$ cat src/rtl/hex_keypad_scanner_if.sv
// hex_keypad_scanner_if: keypad matrix pins, clear and digit outputs of the
// hex keypad scanner bundled as one port. The entry handshake signals exist
// only when KEYPAD_ENTER_EN is defined.
// The master side drives the rows, clear and acknowledge (board/SOC).
// The slave side is the scanner itself.
interface hex_keypad_scanner_if #(
   parameter int DIGITS = 4
);
   logic [3:0]          row;
   logic                clr;
   logic [3:0]          col;
   logic [4*DIGITS-1:0] value;
   logic [3:0]          key_code;
   logic                key_strobe;
`ifdef KEYPAD_ENTER_EN
   logic [4*DIGITS-1:0] entry;
   logic                entry_valid;
   logic                entry_ack;

   modport master (
      output row, clr, entry_ack,
      input  col, value, key_code, key_strobe, entry, entry_valid
   );

   modport slave (
      input  row, clr, entry_ack,
      output col, value, key_code, key_strobe, entry, entry_valid
   );
`else
   modport master (
      output row, clr,
      input  col, value, key_code, key_strobe
   );

   modport slave (
      input  row, clr,
      output col, value, key_code, key_strobe
   );
`endif
endinterface

$ cat src/rtl/hex_keypad_scanner.sv
// hex_keypad_scanner: drives one active-low column at a time, samples the
// synchronised rows once per column slot, debounces press and release and
// shifts each accepted key code into a DIGITS-wide hex value.
// Optional feature macro: KEYPAD_ENTER_EN (key F commits value into entry).
module hex_keypad_scanner #(
   parameter int SCAN_DIV = 20,
   parameter int DEBOUNCE = 3,
   parameter int DIGITS   = 4
) (
   input  logic                 clk,
   input  logic                 rst,
   hex_keypad_scanner_if.slave  kp
);
   localparam int DIV_W = (SCAN_DIV > 1) ? $clog2(SCAN_DIV) : 1;
   localparam int CNT_W = $clog2(DEBOUNCE + 1);
   localparam int VAL_W = 4 * DIGITS;
   localparam logic [DIV_W-1:0] DIV_LAST = DIV_W'(SCAN_DIV - 1);
   localparam logic [CNT_W-1:0] CNT_DONE = CNT_W'(DEBOUNCE);

   typedef enum logic [1:0] {
      ST_SCAN     = 2'd0,
      ST_DEBOUNCE = 2'd1,
      ST_PRESSED  = 2'd2,
      ST_RELEASE  = 2'd3
   } state_t;

   state_t           state_q, state_d;
   logic [3:0]       row_meta_q, row_sync_q;
   logic [DIV_W-1:0] div_q, div_d;
   logic [1:0]       col_idx_q, col_idx_d;
   logic [1:0]       row_idx_q, row_idx_d;
   logic [CNT_W-1:0] cnt_q, cnt_d, cnt_inc;
   logic [VAL_W-1:0] value_q, value_d;
   logic [3:0]       key_code_q, key_code_d;
   logic             key_strobe_q, key_strobe_d;
   logic             tick, hit, accept;
   logic [1:0]       hit_row;
   logic [3:0]       code;
   logic [3:0]       col_w;
`ifdef KEYPAD_ENTER_EN
   logic [VAL_W-1:0] entry_q, entry_d;
   logic             entry_valid_q, entry_valid_d;
`endif

   assign tick    = (div_q == DIV_LAST);
   assign cnt_inc = cnt_q + CNT_W'(1);
   // Column index stays frozen while debouncing, so it completes the code.
   assign code    = {row_idx_d, col_idx_q};

   // Active-low column drive: only the selected column is pulled low.
   for (genvar gi = 0; gi < 4; gi++) begin : g_col
      assign col_w[gi] = (col_idx_q != 2'(gi));
   end

   assign kp.col        = col_w;
   assign kp.value      = value_q;
   assign kp.key_code   = key_code_q;
   assign kp.key_strobe = key_strobe_q;
`ifdef KEYPAD_ENTER_EN
   assign kp.entry       = entry_q;
   assign kp.entry_valid = entry_valid_q;
`endif

   // Row hit detection: any low row is a hit, lowest row index wins.
   always_comb begin
      hit     = ~&row_sync_q;
      hit_row = 2'd0;
      for (int i = 3; i >= 0; i--) begin
         if (!row_sync_q[i]) hit_row = 2'(i);
      end
   end

   // State register, row synchroniser, divider and datapath registers.
   always_ff @(posedge clk) begin
      if (!rst) begin
         state_q      <= ST_SCAN;
         row_meta_q   <= 4'hF;
         row_sync_q   <= 4'hF;
         div_q        <= '0;
         col_idx_q    <= 2'd0;
         row_idx_q    <= 2'd0;
         cnt_q        <= '0;
         value_q      <= '0;
         key_code_q   <= 4'd0;
         key_strobe_q <= 1'b0;
`ifdef KEYPAD_ENTER_EN
         entry_q       <= '0;
         entry_valid_q <= 1'b0;
`endif
      end else begin
         state_q      <= state_d;
         row_meta_q   <= kp.row;
         row_sync_q   <= row_meta_q;
         div_q        <= div_d;
         col_idx_q    <= col_idx_d;
         row_idx_q    <= row_idx_d;
         cnt_q        <= cnt_d;
         value_q      <= value_d;
         key_code_q   <= key_code_d;
         key_strobe_q <= key_strobe_d;
`ifdef KEYPAD_ENTER_EN
         entry_q       <= entry_d;
         entry_valid_q <= entry_valid_d;
`endif
      end
   end

   // Next-state logic: scan, debounce the press, one accept cycle, debounce release.
   always_comb begin
      state_d   = state_q;
      div_d     = tick ? '0 : div_q + DIV_W'(1);
      col_idx_d = col_idx_q;
      row_idx_d = row_idx_q;
      cnt_d     = cnt_q;
      case (state_q)
         ST_SCAN: begin
            if (tick) begin
               if (hit) begin
                  row_idx_d = hit_row;
                  cnt_d     = CNT_W'(1);
                  state_d   = (DEBOUNCE == 1) ? ST_PRESSED : ST_DEBOUNCE;
               end else begin
                  col_idx_d = col_idx_q + 2'd1;
               end
            end
         end
         ST_DEBOUNCE: begin
            if (tick) begin
               if (hit && (hit_row == row_idx_q)) begin
                  cnt_d = cnt_inc;
                  if (cnt_inc == CNT_DONE) state_d = ST_PRESSED;
               end else begin
                  state_d = ST_SCAN;
               end
            end
         end
         ST_PRESSED: begin
            state_d = ST_RELEASE;
            cnt_d   = '0;
         end
         ST_RELEASE: begin
            if (tick) begin
               if (!hit) begin
                  cnt_d = cnt_inc;
                  if (cnt_inc == CNT_DONE) begin
                     state_d   = ST_SCAN;
                     col_idx_d = col_idx_q + 2'd1;
                     cnt_d     = '0;
                  end
               end else begin
                  cnt_d = '0;
               end
            end
         end
         default: state_d = ST_SCAN;
      endcase
   end

   // Output logic: strobe, key code and value load on the edge entering PRESSED.
   always_comb begin
      accept       = (state_d == ST_PRESSED) && (state_q != ST_PRESSED);
      key_strobe_d = accept;
      key_code_d   = accept ? code : key_code_q;
      value_d      = value_q;
`ifdef KEYPAD_ENTER_EN
      entry_d       = entry_q;
      entry_valid_d = entry_valid_q && !kp.entry_ack;
      if (accept) begin
         if (code == 4'hF) begin
            // A pending entry makes a further enter press a no-op.
            if (!entry_valid_q) begin
               entry_d       = value_q;
               entry_valid_d = 1'b1;
               value_d       = '0;
            end
         end else begin
            value_d = {value_q[VAL_W-5:0], code};
         end
      end
`else
      if (accept) value_d = {value_q[VAL_W-5:0], code};
`endif
      // Clear wins over a same-cycle digit load.
      if (kp.clr) value_d = '0;
   end
endmodule

$ cat src/flat_wrapper.sv
// flat-port wrapper written by rule: the top's interface ports become plain ports
module hex_keypad_scanner_flat 
#(
   parameter int SCAN_DIV = 20,
   parameter int DEBOUNCE = 3,
   parameter int DIGITS   = 4
)
  (clk, rst, kp_row, kp_clr, kp_col, kp_value, kp_key_code, kp_key_strobe);
  hex_keypad_scanner_if #(.DIGITS(DIGITS)) kp_i ();
  input  logic clk;
  input  logic rst;
  input wire logic [$bits(kp_i.row)-1:0] kp_row;
  input wire logic [$bits(kp_i.clr)-1:0] kp_clr;
  output wire logic [$bits(kp_i.col)-1:0] kp_col;
  output wire logic [$bits(kp_i.value)-1:0] kp_value;
  output wire logic [$bits(kp_i.key_code)-1:0] kp_key_code;
  output wire logic [$bits(kp_i.key_strobe)-1:0] kp_key_strobe;
  assign kp_i.row = kp_row;
  assign kp_i.clr = kp_clr;
  assign kp_col = kp_i.col;
  assign kp_value = kp_i.value;
  assign kp_key_code = kp_i.key_code;
  assign kp_key_strobe = kp_i.key_strobe;
  hex_keypad_scanner #(.SCAN_DIV(SCAN_DIV), .DEBOUNCE(DEBOUNCE), .DIGITS(DIGITS)) u_core (.clk(clk), .rst(rst), .kp(kp_i));
endmodule
$ cat config.mk
export PLATFORM = sky130hd
export DESIGN_NAME = hex_keypad_scanner_flat
export DESIGN_NICKNAME = d
export VERILOG_FILES = /design/src/rtl/hex_keypad_scanner_if.sv /design/src/rtl/hex_keypad_scanner.sv /design/src/flat_wrapper.sv
export SDC_FILE = /design/constraint.sdc
export NUM_CORES = 1
export LEC_CHECK = 0
export ABC_CLOCK_PERIOD_IN_PS = 2350
export CAP_MARGIN = 20
export CELL_PAD_IN_SITES_DETAIL_PLACEMENT = 1
export CELL_PAD_IN_SITES_GLOBAL_PLACEMENT = 2
export CORE_AREA = 8 8 81 91
export CTS_BUF_LIST = sky130_fd_sc_hd__clkbuf_4
export DETAILED_ROUTE_END_ITERATION = 8
export DIE_AREA = 0 0 89 99
export PLACE_DENSITY_LB_ADDON = 0.1
export SKIP_CTS_REPAIR_TIMING = 1
export SLEW_MARGIN = 20
export SYNTH_ARGS = -nofsm -noshare
export SYNTH_HDL_FRONTEND = slang
export SYNTH_SLANG_ARGS = --single-unit
$ cat constraint.sdc
create_clock -name clk -period 2.35 [get_ports clk]
set_input_delay 0.3525 -clock clk [delete_from_list [all_inputs] [get_ports clk]]
set_output_delay 0.3525 -clock clk [all_outputs]
set_load 0.02 [all_outputs]
==> run_results.csv <==
group,metric,value,unit
run_status,outcome,"complete, no violations",
logic_synthesis,syn_area,0.001877,mm^2
floorplan,die_w,89,um
global_route,grt-ovfl-total,0,
layout,antenna_cells,0,
floorplan,rows,30,
sta,clock.fmax,476.2,MHz
global_route,antenna_found_initial,0,
drt,vias,1592,
drt,antenna_left,0,
critical_path,required,2.00,ns
critical_path,critPathLaunchType,"flip-flop",
drt,wl_per_cell,14.70,um
global_route,grt_pass1_wl,8224,um
pwr,ir_drop,0.2247,mV
clock_network,clock_path_buffers,2,
worst_hold_path,hp-start,"u_core.row_meta_q[3]$_SDFF_PN1_",
sta,finalHoldViolations,0,
logic_synthesis,synthSimpleGateAreaFrac,24.33,%
sta,holdWs,0.4259,ns
layout,layoutNonFillerInstCount,322,
logic_synthesis,synthMuxAreaShare,3.333,%
critical_path,r2r-start,"u_core.div_q[0]$_SDFF_PP0_",
sta,worst_pin_slew,0.4785,ns
global_route,grt_start_max_net_pins,17,
logic_synthesis,synthCells,213,
critical_path,crit_arrival,1.75,ns
sta,fin_crit_sh,89.37,%
floorplan,core_area,0.005931,mm^2
logic_synthesis,synthXorXnorAreaFrac,1.400,%
placement,dp_cells,315,
sta,setup_viol_count_final,0,
sta,fin_setup_tns,0,ns
floorplan,die_y,99,um
clock_network,ctsHtreeMaxLevel,2,
drt,wl,4735,um
floorplan,pin_count,32,
layout,n_fill_cell,717,
logic_synthesis,synth_edf_count,0,
sta,slew_headroom,67.85,%
critical_path,cp-startpoint,"u_core.col_idx_q[0]$_SDFFE_PN0P_",
sta,finClkSkew,0.01465,ns
pwr,p_per_area,491.3,mW/mm^2
logic_synthesis,synth_top_family_by_area,"simple AND/OR/NAND/NOR gates",
sta,slew_violations,0,
logic_synthesis,synth-main-ff-cell,"dfxtp_1",
logic_synthesis,synth_fa_ha_area_share,5.333,%
placement,numPortBuffers,31,
critical_path,path_max_fanout,5,
sta,rsz0062_at_grt,"false",
clock_network,cts_buffers,5,
drt,drc_errors,0,
logic_synthesis,ys_ff_latch,42,
flow_run,maxCapViolCount,0,
global_route,grt_util_all_layers,11.84,%
global_route,grt_pass1_vias,1725,
logic_synthesis,avgSynthCellArea,8.811,um^2
layout,fin_area,0.002316,mm^2
drt,avgViaCountPerCell,4.944,
critical_path,endpoint_kind,"output port",
floorplan,dieArea,0.008811,mm^2
drt,dr.pass1.iters,4,
placement,place_area,0.002257,mm^2
clock_network,cts_tree,"built",
logic_synthesis,seq_area_frac_synth,44.80,%
layout,finalNetCount,257,
layout,drive_above_1_share,9.917,%
placement,gp_congestion,0.8512,
clock_network,clock_sinks,42,
worst_hold_path,holdCritPathClass,"flip-flop to flip-flop",
sta,finalCriticalPeriod,2.100,ns
clock_network,cts.clk_slew.worst_paths,0.13,ns
logic_synthesis,syn_nets,228,
floorplan,start_util,31.65,%
pwr,p_leak,0.0008183,uW
logic_synthesis,synth.distinct_cells,49,
logic_synthesis,synth_async_sr_flop_share,0,%
layout,areaGrowthSynthToFinish,23.40,%
logic_synthesis,synth_compound_area_share,15.00,%
clock_network,worstSkewPairLatency,0.35,ns
logic_synthesis,yosys_warnings,0,
clock_network,root_buffer,"clkbuf_4",
critical_path,worstSetupPathType,"flip-flop to output port",
drt,drt_iter0_drc,60,
placement,dpl.hpwl,3632,um
[area by class of cell]
class / count / area, um^2 / share of cell area [%]
flip-flops and latches: 42 / 840.8 / 36.30
clock inverters: 1 / 7.507 / 0.3241
clock buffers: 6 / 45.04 / 1.945
multi-input cells: 146 / 933.4 / 40.30
well taps: 80 / 100.1 / 4.322
inverters: 11 / 41.29 / 1.783
repair buffers: 36 / 347.8 / 15.02
[critical path: stages (launching register included)]
cell and delay (ns):
dfxtp_1 0.45, inv_1 0.10, ha_1 0.20, inv_1 0.06, clkdlybuf4s50_1 0.60
[state kept, by name (all words and copies together) (netlist names)]
signal                flops
u_core.col_idx_q          2
u_core.row_sync_q         4
u_core.kp.key_code        4
u_core.kp.key_strobe      1
u_core.row_idx_q          2
u_core.kp.value          16
u_core.cnt_q              2
u_core.div_q              5
u_core.state_q            2
u_core.row_meta_q         4
[where the power goes]
part | leakage (uW) | switching, uW | internal (uW) | total, uW
combinational | 0.000450 | 27.0 | 26.6 | 53.6
sequential | 0.000341 | 9.88 | 723 | 732
clock | 0.0000278 | 228 | 124 | 352
total | 0.000818 | 265 | 873 | 1140
[synth_stat cells (2+ instances only)]
| cell type | n | share of area, % |
|---|---|---|
| a22oi_1 | 12 | 4.8 |
| o21ai_0 | 3 | 0.80 |
| buf_4 | 2 | 0.80 |
| nor2b_1 | 2 | 0.67 |
| and3_1 | 2 | 0.67 |
| and2_1 | 2 | 0.67 |
| ha_1 | 8 | 5.3 |
| dfxtp_1 | 42 | 45 |
| nand3_1 | 6 | 1.6 |
| nand2b_1 | 9 | 3.0 |
| a21oi_2 | 2 | 0.93 |
| mux2i_1 | 4 | 2.1 |
| nor3_1 | 2 | 0.53 |
| nand2_1 | 23 | 4.6 |
| inv_1 | 11 | 2.2 |
| xnor2_1 | 2 | 0.93 |
| nor2_1 | 27 | 5.4 |
| a21oi_1 | 13 | 3.5 |
| buf_2 | 6 | 1.6 |
| clkbuf_1 | 5 | 1.0 |
| mux2_2 | 2 | 1.2 |
[layout by cell type, fill, tap and decap left out, types with 2 or more instances in the layout]
cell / n
a21oi_2: 2
nand2b_1: 9
buf_4: 5
a21oi_1: 13
nor2b_1: 2
nand3_1: 6
ha_1: 8
o21ai_0: 3
clkdlybuf4s50_1: 31
nor2_1: 27
and2_1: 2
nand2_1: 23
dfxtp_1: 42
a22oi_1: 12
nor3_1: 2
xnor2_1: 2
mux2_2: 2
inv_1: 11
clkbuf_4: 6
and3_1: 2
mux2i_1: 4
[cell families after synthesis]
family / Yosys count
AO/OA/AOI/OAI: 41
flip-flops: 42
multiplexers: 6
buffers and inverters: 25
XOR/XNOR: 3
AND/OR/NAND/NOR: 88
adder cells (fa/ha/maj): 8
[stage by stage]
step / worst slack, ns / power, uW / util (%)
final: 0.2499 / 1138 / 39.05
after global routing: 0.1142 / 1201 / 39.05
after global placement: 0.2573 / 799.7 / 38.06
after detailed placement: 0.1118 / 802.5 / 38.06
after floorplan: 0.6121 / 777.9 / -
after CTS: 0.09960 / 1162 / 38.95
[per-layer routing]
| metal | share of wire [%] | GRT usage [%] | up-vias |
|---|---|---|---|
| met3 | 4.0 | 3.580 | 4 |
| met4 | 0.70 | 3.462 | 0 |
| li1 | - | - | 783 |
| met1 | 43 | 13.01 | 782 |
| met5 | 0 | 0 | - |
| met2 | 52 | 20.91 | 23 |
[worst paths after layout]
kind	to	slack [ns]	cells after the start
max	kp_col[0]	0.25	4
max reg2reg	u_core.kp.key_code[2]$_SDFFE_PN0P_	0.33	6
min reg2reg	u_core.row_sync_q[3]$_SDFF_PN1_	0.43	1
min	u_core.row_sync_q[3]$_SDFF_PN1_	0.43	1
Note: power is estimated with default switching activity, not from simulation.
==> patch 1 (same flow settings) <==
`value_q` no longer has a reset.
--- a/src/rtl/hex_keypad_scanner.sv
+++ b/src/rtl/hex_keypad_scanner.sv
@@ -82,3 +82,2 @@
          cnt_q        <= '0;
-         value_q      <= '0;
          key_code_q   <= 4'd0;
@@ -97,3 +96,2 @@
          cnt_q        <= cnt_d;
-         value_q      <= value_d;
          key_code_q   <= key_code_d;
@@ -105,2 +103,6 @@
       end
+   end
+
+   always_ff @(posedge clk) begin
+      value_q <= value_d;
    end
Function: no difference found for any inputs over 10 cycles, from zero or initial values and one cycle with rst low; that may be too few to reach the edited logic, so the function may still have changed.
==> patch 1 against the original RTL <==
- wire length decreased by 1.3%
- power increased by 0.40%
- critical path depth unchanged
- clock skew decreased by 4.3 ps
- clock power increased by 2%
- final area decreased by 0.32%
- die area unchanged
- sequential cell count unchanged
- synthesized area increased by 0.60%
- non-clock buffer count decreased by 2
- cell count decreased by 2.5%
- setup slack got worse by 67 ps
- critical path type unchanged
- highest routed layer unchanged
==> patch 1: results (changes against the original RTL) <==
via count 1528 (-4.0%); largest net degree at the start of global routing 31 (+14); routed length per instance 14.9 um (+1.2%); initial drt markers 64 (+6.7%); final net count 249 (-3.1%); status complete, no violations; ys flop type dfxtp_1; Slew HR 0.625 (-0.0539); Seq/Total Area, Yosys 0.445 (-0.00267); dpl hpwl 3.54 mm (-2.6%); skew final 10.3 ps (-4.30 ps); Distinct cells, synth 42 (-14%); number of global-route vias before repair 1653 (-4.2%); synth top area cells dfxtp_1 45%, ha_1 5.3%, a22oi_1 4.8%, nor2_1 4.4%, nand2b_1 4.0%; proportion of layout cells with a drive suffix above 1 0.0812 (-0.0180); Commonest cells post-synth 42 x dfxtp_1, 22 x nor2_1, 16 x nand2_1; routability congestion estimate 0.816 (-4.2%); GRT Total Usage 0.113 (-0.00540); clock latency at the later pin of the worst-skew pair 350 ps (about the same); CP Max Fanout 5 (unchanged); synthesized netlist net count 221 (-3.1%); crit path DAT 1810 ps (+60 ps); Peak VDD IR 0.000245 V (+8.8%); first-pass GRT wire length 7.70 mm (-6.4%); initial antenna violation count 0 (unchanged); leakage power 0.838 nW (+2.4%)
-- patch 1: area by class of cell --
type	count	area [um2]
Clock buffer	6	45.0
Clock inverter	1	7.51
Fill cell	726	3620
Inverter	11	41.3
Multi-Input combinational cell	140	941
Sequential cell	42	841
Tap cell	80	100
Timing Repair Buffer	34	333
-- patch 1: critical path, stage by stage (launching register included) --
cell and delay [ps]:
dfxtp_1 460, inv_1 130, ha_1 210, inv_1 50, clkdlybuf4s50_1 610
-- patch 1: cells by family (layout without fill, tap and decap cells) --
logic type      count (synthesis)  in the layout  synth area share
xor+xnor                        3              3            0.0139
fa+ha+maj                       8              8            0.0530
simple gates                   84             84             0.237
flops                          42             42             0.445
compound gates                 36             36             0.145
mux                             9              9            0.0490
buf+inv                        24             52            0.0563
-- patch 1: final timing paths --
path	end	slack [ps]	cells after the start	start
worst max-delay path	kp_col[0]	180	4	u_core.col_idx_q[0]$_SDFFE_PN0P_
worst min-delay path	u_core.row_sync_q[2]$_SDFF_PN1_	430	1	u_core.row_meta_q[2]$_SDFF_PN1_
worst max register to register	u_core.kp.key_code[2]$_SDFFE_PN0P_	400	6	u_core.div_q[0]$_SDFF_PP0_
worst min register to register	u_core.row_sync_q[2]$_SDFF_PN1_	430	1	u_core.row_meta_q[2]$_SDFF_PN1_
-- patch 1: stage by stage --
step / instances / area, um2 / hold slack [ps] / utilization / setup slack, ps
after global routing: 314 / 2310 / 465 / 0.389 / 91.3
after global placement: 307 / 2260 / 392 / 0.380 / 489
after detailed placement: 307 / 2260 / 394 / 0.380 / 414
final: 314 / 2310 / 427 / 0.389 / 183
after floorplan: 206 / 1890 / 386 / - / 624
after CTS: 314 / 2310 / 428 / 0.389 / 134
-- patch 1: power by group --
group	internal [mW]	switching (mW)	total [mW]
logic	0.0255	0.0267	0.0522
registers	0.723	0.00934	0.732
clock network	0.124	0.235	0.358
-- patch 1: layer usage --
metal  wire length, um  vias up  part of all wire  GRT usage
met5                 0        -                 0          0
met4                89        0             0.019     0.0449
met3               253        8             0.054     0.0458
met2              2400       25              0.51      0.201
met1              1930      740              0.41      0.112
li1                  -      755                 -          -
==> patch 2 (config.mk and constraints unchanged) <==
Without the edit above. `DEBOUNCE` is set to 3 in 2 places; all go to 6.
--- a/src/rtl/hex_keypad_scanner.sv
+++ b/src/rtl/hex_keypad_scanner.sv
@@ -6,3 +6,3 @@
    parameter int SCAN_DIV = 20,
-   parameter int DEBOUNCE = 3,
+   parameter int DEBOUNCE = 6,
    parameter int DIGITS   = 4
--- a/src/flat_wrapper.sv
+++ b/src/flat_wrapper.sv
@@ -4,3 +4,3 @@
    parameter int SCAN_DIV = 20,
-   parameter int DEBOUNCE = 3,
+   parameter int DEBOUNCE = 6,
    parameter int DIGITS   = 4
Check against the original RTL: same outputs for any inputs over 10 cycles, from zero or initial values and one cycle with rst low; that may be too few to reach the edited logic, so the function may still have changed.
==> patch 2 against the original RTL <==
- utilization grew 0.27 points
- cell count grew 0.93%
- maximum frequency shrank 1.2%
- setup slack lost 25 ps
- wire length shrank 1.0%
- synthesized cell count is the same
- die area is the same
- sequential cell count grew 1
- final area grew 0.70%
- sequential share of layout area grew 0.61 points
- via count shrank 1.1%
- synthesized area shrank 0.73%
- power grew 11%
- critical path type is now flop to flop
- largest power group unchanged
==> patch 2: results (changes against the original RTL) <==
skew final 14.0 ps (-0.638 ps); Seq/Total Area, Yosys 0.462 (+0.0141); dpl hpwl 3.55 mm (-2.2%); synth top area cells dfxtp_1 46%, nand2_1 8.9%, a21oi_1 4.8%, ha_1 4.7%, nand2b_1 3.0%; via count 1574 (-1.1%); Commonest cells post-synth 44 x nand2_1, 43 x dfxtp_1, 18 x a21oi_1; met1 Use GR 0.121 (-0.00935); M1 WL 1.99 mm (-2.5%); Met2 Routed Length 2.40 mm (-3.1%); Peak VDD IR 0.000239 V (+6.2%); worst flop-to-flop path endpoint u_core.kp.value[14]$_SDFFE_PP0P_; Slew HR 0.685 (+0.00685); status complete, no violations; post-DR vias/cell 4.84 (-2.0%); post-synthesis mux area share 0.0107 (-0.0226); synthesized netlist net count 227 (-0.44%); Routed met3 length 253 um (+34%); Syn Area/Cell 8.75 um2 (-0.73%); Crit-path slowest cell and4bb_1; first-pass GRT wire length 7.94 mm (-3.5%); crit path DAT 2400 ps (+650 ps); GRT Total Usage 0.114 (-0.00424); XOR/XNOR Fraction of Synth Area 0.0188 (+0.00480); NetSw 0.267 mW (+0.71%); Routed WL 4.69 mm (-1.0%); final net count 259 (+0.78%); number of global-route vias before repair 1704 (-1.2%); proportion of layout cells with a drive suffix above 1 0.0612 (-0.0379); WHS Endpoint u_core.row_sync_q[1]$_SDFF_PN1_; GR Layer Usage met2 0.202 (-0.00743); CP Max Fanout 16 (+11); Hold Worst Slack 421 ps (-4.80 ps); Synth Register Bits 43 (+2.4%)
-- patch 2: cell types whose count changed after synthesis, sizes merged, moves of 3 or more --
cell | before | now
nand2 | 24 | 45
nor2 | 27 | 7
a22oi | 12 | 2
a21boi | 1 | 6
buf | 9 | 4
and2 | 2 | 6
a21oi | 15 | 18
-- patch 2: final cells by class --
type	count	area share
clock buffer	6	0.0193
clock inverter	1	0.0129
inverter	12	0.0193
multi-input combinational	147	0.387
sequential	43	0.369
tap	80	0.0429
timing repair buffer	36	0.149
-- patch 2: worst max path at each step --
| stage | slack, ps | end | start | cells past startpoint |
|---|---|---|---|---|
| final | 230 | u_core.kp.value[14]$_SDFFE_PP0P_ | u_core.div_q[0]$_SDFF_PP0_ | 7 |
| after global routing | 30 | u_core.kp.value[8]$_SDFFE_PP0P_ | u_core.div_q[0]$_SDFF_PP0_ | 7 |
| after CTS | 180 | kp_col[2] | u_core.col_idx_q[0]$_SDFFE_PN0P_ | 4 |
| after detailed placement | 250 | u_core.kp.value[11]$_SDFFE_PP0P_ | u_core.div_q[0]$_SDFF_PP0_ | 7 |
| after global placement | 350 | u_core.kp.value[15]$_SDFFE_PP0P_ | u_core.div_q[0]$_SDFF_PP0_ | 7 |
| after floorplan | 490 | u_core.kp.value[10]$_SDFFE_PP0P_ | u_core.div_q[0]$_SDFF_PP0_ | 8 |
-- patch 2: critical path: cells and delay by family, from the launching register on --
kind            cells  cell delay, ps
simple gates        3             660
flops               1             380
compound gates      2             500
buf+inv             1             260
fa+ha+maj           1             250
-- patch 2: power by group through the flow --
stage	clock (mW)	sequential [mW]	combinational, mW
global route	0.527	0.750	0.0600
floorplan	0	0.762	0.0326
finish	0.463	0.748	0.0533
CTS	0.487	0.748	0.0543
global placement	0	0.763	0.0519
detailed placement	0	0.764	0.0544
